File: src/rtl/rx_ctl_pkg.sv
// Shared constants for the UART receive path.
// RX_PARITY_EN selects 8E1 framing; otherwise 8N1.
package rx_ctl_pkg;

  localparam int DATA_W         = 8;
  localparam int OSR_DEF        = 16;
  localparam int FIFO_DEPTH_DEF = 16;

  localparam logic [2:0] S_IDLE   = 3'd0;
  localparam logic [2:0] S_START  = 3'd1;
  localparam logic [2:0] S_DATA   = 3'd2;
  localparam logic [2:0] S_PARITY = 3'd3;
  localparam logic [2:0] S_STOP   = 3'd4;
  localparam logic [2:0] S_BREAK  = 3'd5;

endpackage

File: src/rtl/rx_ctl_mod.sv
// rxd synchroniser and deframing FSM.
// RX_PARITY_EN adds an even-parity bit before the stop bit.
module rx_mod
  import rx_ctl_pkg::*;
#(
  parameter int OSR = OSR_DEF
) (
  input  logic              clk,
  input  logic              rst,
  input  logic              bclk,
  input  logic              rxd,
  output logic [DATA_W-1:0] rx_byte,
  output logic              push,
  output logic              frame_err,
  output logic              parity_err
);

  localparam int TW = $clog2(OSR);

  logic              s1, s2;
  logic [2:0]        st;
  logic [TW-1:0]     tick;
  logic [2:0]        bit_cnt;
  logic [DATA_W-1:0] sh;
  logic              mid, last;
  logic              stop_smp, perr;

  assign mid      = tick == TW'(OSR/2 - 1);
  assign last     = tick == TW'(OSR - 1);
  assign stop_smp = (st == S_STOP) && bclk && last;

`ifdef RX_PARITY_EN
  logic par_q;
  assign perr = stop_smp && (par_q != ^sh);
`else
  assign perr = 1'b0;
`endif

  assign push    = stop_smp && s2 && !perr;
  assign rx_byte = sh;

  always_ff @(posedge clk or negedge rst) begin
    if (!rst) begin
      s1         <= 1'b1;
      s2         <= 1'b1;
      st         <= S_IDLE;
      tick       <= '0;
      bit_cnt    <= '0;
      sh         <= '0;
      frame_err  <= 1'b0;
      parity_err <= 1'b0;
    end else begin
      s1         <= rxd;
      s2         <= s1;
      frame_err  <= stop_smp && !s2;
      parity_err <= perr;
      case (st)
        S_IDLE: if (!s2) begin
          st   <= S_START;
          tick <= '0;
        end
        S_START: if (bclk) begin
          if (mid) begin
            tick    <= '0;
            bit_cnt <= '0;
            st      <= s2 ? S_IDLE : S_DATA;
          end else tick <= tick + 1'b1;
        end
        S_DATA: if (bclk) begin
          if (last) begin
            tick    <= '0;
            sh      <= {s2, sh[DATA_W-1:1]};
            bit_cnt <= bit_cnt + 1'b1;
`ifdef RX_PARITY_EN
            if (bit_cnt == 3'd7) st <= S_PARITY;
`else
            if (bit_cnt == 3'd7) st <= S_STOP;
`endif
          end else tick <= tick + 1'b1;
        end
        S_PARITY: begin
`ifdef RX_PARITY_EN
          if (bclk) begin
            if (last) begin
              tick  <= '0;
              par_q <= s2;
              st    <= S_STOP;
            end else tick <= tick + 1'b1;
          end
`else
          st <= S_IDLE;
`endif
        end
        S_STOP: if (bclk) begin
          if (last) begin
            tick <= '0;
            st   <= s2 ? S_IDLE : S_BREAK;
          end else tick <= tick + 1'b1;
        end
        // line held low after a bad stop: wait for idle before rearming
        S_BREAK: if (bclk && s2) st <= S_IDLE;
        default: st <= S_IDLE;
      endcase
    end
  end

endmodule

File: src/rtl/rx_ctl.sv
// UART receive controller: deframer, show-ahead FIFO, rts.
// Define RX_PARITY_EN for 8E1 framing with parity_err.
module rx_ctl
  import rx_ctl_pkg::*;
#(
  parameter int OSR        = OSR_DEF,
  parameter int FIFO_DEPTH = FIFO_DEPTH_DEF,
  parameter int RTS_MARGIN = 4
) (
  input  logic              clk,
  input  logic              rst,
  input  logic              bclk,
  input  logic              rxd,
  input  logic              rd,
  output logic [DATA_W-1:0] dout,
  output logic              rx_vld,
  output logic              rts,
  output logic              frame_err,
  output logic              overrun,
  output logic              parity_err
);

  localparam int AW = $clog2(FIFO_DEPTH);

  logic [DATA_W-1:0] rx_byte;
  logic              push;

  rx_mod #(.OSR(OSR)) u_rx (
    .clk        (clk),
    .rst        (rst),
    .bclk       (bclk),
    .rxd        (rxd),
    .rx_byte    (rx_byte),
    .push       (push),
    .frame_err  (frame_err),
    .parity_err (parity_err)
  );

  logic [DATA_W-1:0] mem [FIFO_DEPTH];
  logic [AW:0]       wp, rp, wp_nx, rp_nx, cnt_nx;
  logic              full, empty;
  logic              do_push, do_pop, ovr;

  assign empty   = wp == rp;
  assign full    = (wp[AW] != rp[AW]) &&
                   (wp[AW-1:0] == rp[AW-1:0]);
  assign do_pop  = rd && !empty;
  // a pop in the same cycle frees the slot a full FIFO needs
  assign do_push = push && (!full || do_pop);
  assign ovr     = push && full && !do_pop;
  assign wp_nx   = wp + {{AW{1'b0}}, do_push};
  assign rp_nx   = rp + {{AW{1'b0}}, do_pop};
  assign cnt_nx  = wp_nx - rp_nx;

  assign dout   = mem[rp[AW-1:0]];
  assign rx_vld = !empty;

  always_ff @(posedge clk or negedge rst) begin
    if (!rst) begin
      wp      <= '0;
      rp      <= '0;
      rts     <= 1'b1;
      overrun <= 1'b0;
      for (int i = 0; i < FIFO_DEPTH; i++) mem[i] <= '0;
    end else begin
      if (do_push) mem[wp[AW-1:0]] <= rx_byte;
      wp      <= wp_nx;
      rp      <= rp_nx;
      overrun <= ovr;
      rts     <= cnt_nx <
                 (AW+1)'(FIFO_DEPTH - RTS_MARGIN);
    end
  end

endmodule

File: config.mk
export PLATFORM = sky130hd
export DESIGN_NAME = rx_ctl
export DESIGN_NICKNAME = d
export VERILOG_FILES = /design/src/rtl/rx_ctl_pkg.sv /design/src/rtl/rx_ctl_mod.sv /design/src/rtl/rx_ctl.sv
export SDC_FILE = /design/constraint.sdc
export NUM_CORES = 1
export LEC_CHECK = 0
export ABC_CLOCK_PERIOD_IN_PS = 3100
export BUFFER_PORTS_ARGS = -buffer_cell sky130_fd_sc_hd__clkbuf_2
export CAP_MARGIN = 20
export CELL_PAD_IN_SITES_DETAIL_PLACEMENT = 1
export CELL_PAD_IN_SITES_GLOBAL_PLACEMENT = 2
export CORE_ASPECT_RATIO = 0.6
export CORE_MARGIN = 3
export CORE_UTILIZATION = 42
export CTS_CLUSTER_SIZE = 30
export DETAILED_ROUTE_END_ITERATION = 8
export GPL_ROUTABILITY_DRIVEN = 0
export PLACE_DENSITY_LB_ADDON = 0.1
export SLEW_MARGIN = 20
export SYNTH_ARGS = -nofsm -noshare
export SYNTH_HDL_FRONTEND = slang
export SYNTH_SLANG_ARGS = --single-unit
File: constraint.sdc
create_clock -name clk -period 3.1 [get_ports clk]
set_input_delay 0.93 -clock clk [delete_from_list [all_inputs] [get_ports clk]]
set_output_delay 0.93 -clock clk [all_outputs]
set_load 0.02 [all_outputs]
==> metrics <==
Synth area leaders dfrtp_1, mux2_2, mux4_2, mux2_4, ha_1; Initial Util 43.94%; GR Overflow Total 0; WL final roughly 19 mm; cell taking the most area after synthesis dfrtp_1; die area approximately 0.02 mm²; DRT Pass-1 Iters 7; Root Buffer clkbuf_16; Mapped Nets between 500 and 600; routed len/inst around 24 µm; peak supply drop around 380 µV; Critical Path AT roughly 2.3 ns; clock latency on the worst-skew pair about 0.43 ns; clk buf depth 2; Main synth FF type dfrtp_1; CTS HTree Levels 4; Final Hold Fails 0; synth-to-layout area growth 17.17%; Crit Path Max Fanout 12; Hold Path Class reg2reg; CP Capture Type output port; initial DRC count 280; die width between 150 and 200 µm; Post-Syn Instances around 500; Cell variety after synth roughly 50; initial antenna violation count 0; Slew Viols, Final 0; leakage between 4 and 5 nW; CP Launch Type register; Mean Syn Cell Area 15.28 µm²; Worst Tran Pin Value ~0.63 ns; fin cells slightly above 800; skew final ~0.013 ns; # diodes 0; crit path cell chain buf_12 > mux4_2 > mux4_2 > clkbuf_2; Final WS setup -0.1744 ns; Die Y around 110 µm; I/O pin count 18; placed cell area ~0.0083 mm²; top cell type's share of synthesized area about half; Total GRT Usage ~21%; Worst-path clk slew about 0.06 ns; vias per cell about 5.6; share of layout cells above drive strength 1 about 54%; CP Class reg2out; top post-synthesis cells by count dfrtp_1, mux2_2, mux4_2; status complete, but fails checks; Max-cap violations 0; # DRC 0; number of buffers added on ports 16; Final Setup Violations 8; most common cell in the netlist dfrtp_1; buffers and inverters on the worst path 2; violated checks negative setup slack; f_max between 300 and 400 MHz; HPWL after DPL roughly 13 mm; nets around 570; CP required between 2 and 2.5 ns; Yosys warning count 0; count of state elements after synthesis between 150 and 200; Max-Slew Margin vs Limit between 50% and 60%; vias in the first global route roughly 4900; first-pass GRT wire length roughly 31 mm; Crit path max-delay family multiplexers; DRT antenna net count 0; Async S/R FF share, synth 100.0%; RSZ-0062 raised after global routing true; Clock Sinks about 160; slowest stage cell on the critical path mux4_2; Post-synth EDFFs 0; TNS Setup -1.096 ns; Mapped Area ~0.0077 mm²; Final min period between 3 and 4 ns; total core area 0.01759 mm²; sequential fraction of the synthesis area 52.17%; std cell rows 37; utilization after layout 51.49%; TritonCTS Buffers 17; TritonCTS clock tree yes; largest net degree at the start of global routing 53; placed cell count about 770; design area just over 0.009 mm²; worst slack at placement -0.2627 ns; DR vias 4516; slowest cell delay on critical path around 0.53 ns; power per cell area ~500 mW/mm²; Hold-fix buffers, CTS 0; most used cell, CP mux4_2; post-route clock period utilization 105.6%
==> worst reg2reg max path, delay by kind of cell, from the launching register on <==
family                   cells  cell delay [ns]
adder cells (fa/ha/maj)      3             0.67
AO/OA/AOI/OAI                4             0.54
XOR/XNOR                     3             0.48
flip-flops                   1             0.47
AND/OR/NAND/NOR              2             0.46
buffers and inverters        2             0.33
==> flip-flops by register name, indices dropped and copies added, names as in the netlist, 3 cells and up <==
register,flops
u_rx.st,3
u_rx.bit_cnt,3
wp,5
mem,128
rp,5
u_rx.rx_byte,8
u_rx.tick,4
==> cell usage in the layout, fill, tap and decap left out, types with 7 or more instances in the layout <==
| cell type | count |
|---|---|
| dfrtp_1 | 157 |
| mux2_2 | 122 |
| buf_4 | 39 |
| mux4_2 | 38 |
| clkbuf_16 | 17 |
| mux2_4 | 16 |
| clkbuf_2 | 13 |
| a21oi_1 | 12 |
| nor2_1 | 9 |
| nand2_1 | 9 |
| inv_1 | 9 |
| nand3_1 | 8 |
| nand2_2 | 8 |
| o21ai_0 | 7 |
| xnor2_1 | 7 |
==> report_power, final <==
| part | switching, W | total [W] | leakage, nW | internal, W |
|---|---|---|---|---|
| combinational | 0.000193 | 0.000313 | 1.69 | 0.000120 |
| clock | 0.000873 | 0.00210 | 0.282 | 0.00123 |
| sequential | 0.0000217 | 0.00215 | 2.23 | 0.00213 |
==> through the flow <==
step | hold slack [ns] | power [W]
after floorplan | 0.3452 | 0.002381
after global placement | 0.3498 | 0.002489
after detailed placement | 0.3543 | 0.002504
after CTS | 0.3640 | 0.004628
after global routing | 0.3677 | 0.004773
final | 0.3602 | 0.004566
==> cells by family after synthesis <==
family,Yosys count,share of synthesized area (%)
multiplexers,178,32.21
flip-flops,161,52.17
AND/OR/NAND/NOR,64,5.973
buffers and inverters,40,2.622
AO/OA/AOI/OAI,37,3.658
XOR/XNOR,15,1.700
adder cells (fa/ha/maj),10,1.619
other,1,0.04851
==> final cells by class <==
type,instances,area [µm²]
Inverter,10,37.54
Clock inverter,12,132.6
Sequential cell,161,4034
Clock buffer,20,456.7
Fill cell,1710,8534
Tap cell,234,292.8
Multi-Input combinational cell,305,3581
Timing Repair Buffer,63,523.0
==> metal layers <==
layer / global-route usage [%] / part of all wire [%]
met1: 32.11 / 52
met2: 28.87 / 43
met3: 3.902 / 3.9
met4: 5.781 / 1.2
met5: 0 / 0
==> path summary, 6_finish.rpt <==
check	start	endpoint	slack (ns)	cells after the start
setup / recovery	rp[0]$_DFF_PN0_	dout[4]	-0.17	4
hold / removal	u_rx.s1$_DFF_PN1_	u_rx.s2$_DFF_PN1_	0.36	0
setup reg to reg	rp[0]$_DFF_PN0_	rts$_DFF_PN1_	0.09	14
hold reg to reg	u_rx.s1$_DFF_PN1_	u_rx.s2$_DFF_PN1_	0.36	0
max in group asynchronous	rst	u_rx.s1$_DFF_PN1_	1.93	2
min in group asynchronous	rst	mem[97]$_DFFE_PN0P_	0.45	1
==> repair_timing <==
action / in CTS / in global routing
setup buffers: 2 / 6
setup endpoints to repair: 8 / 9
pin swaps: 0 / 6
cloned: 1 / 0
resized for setup: 4 / 18
Power figures use the tool's default switching activity.
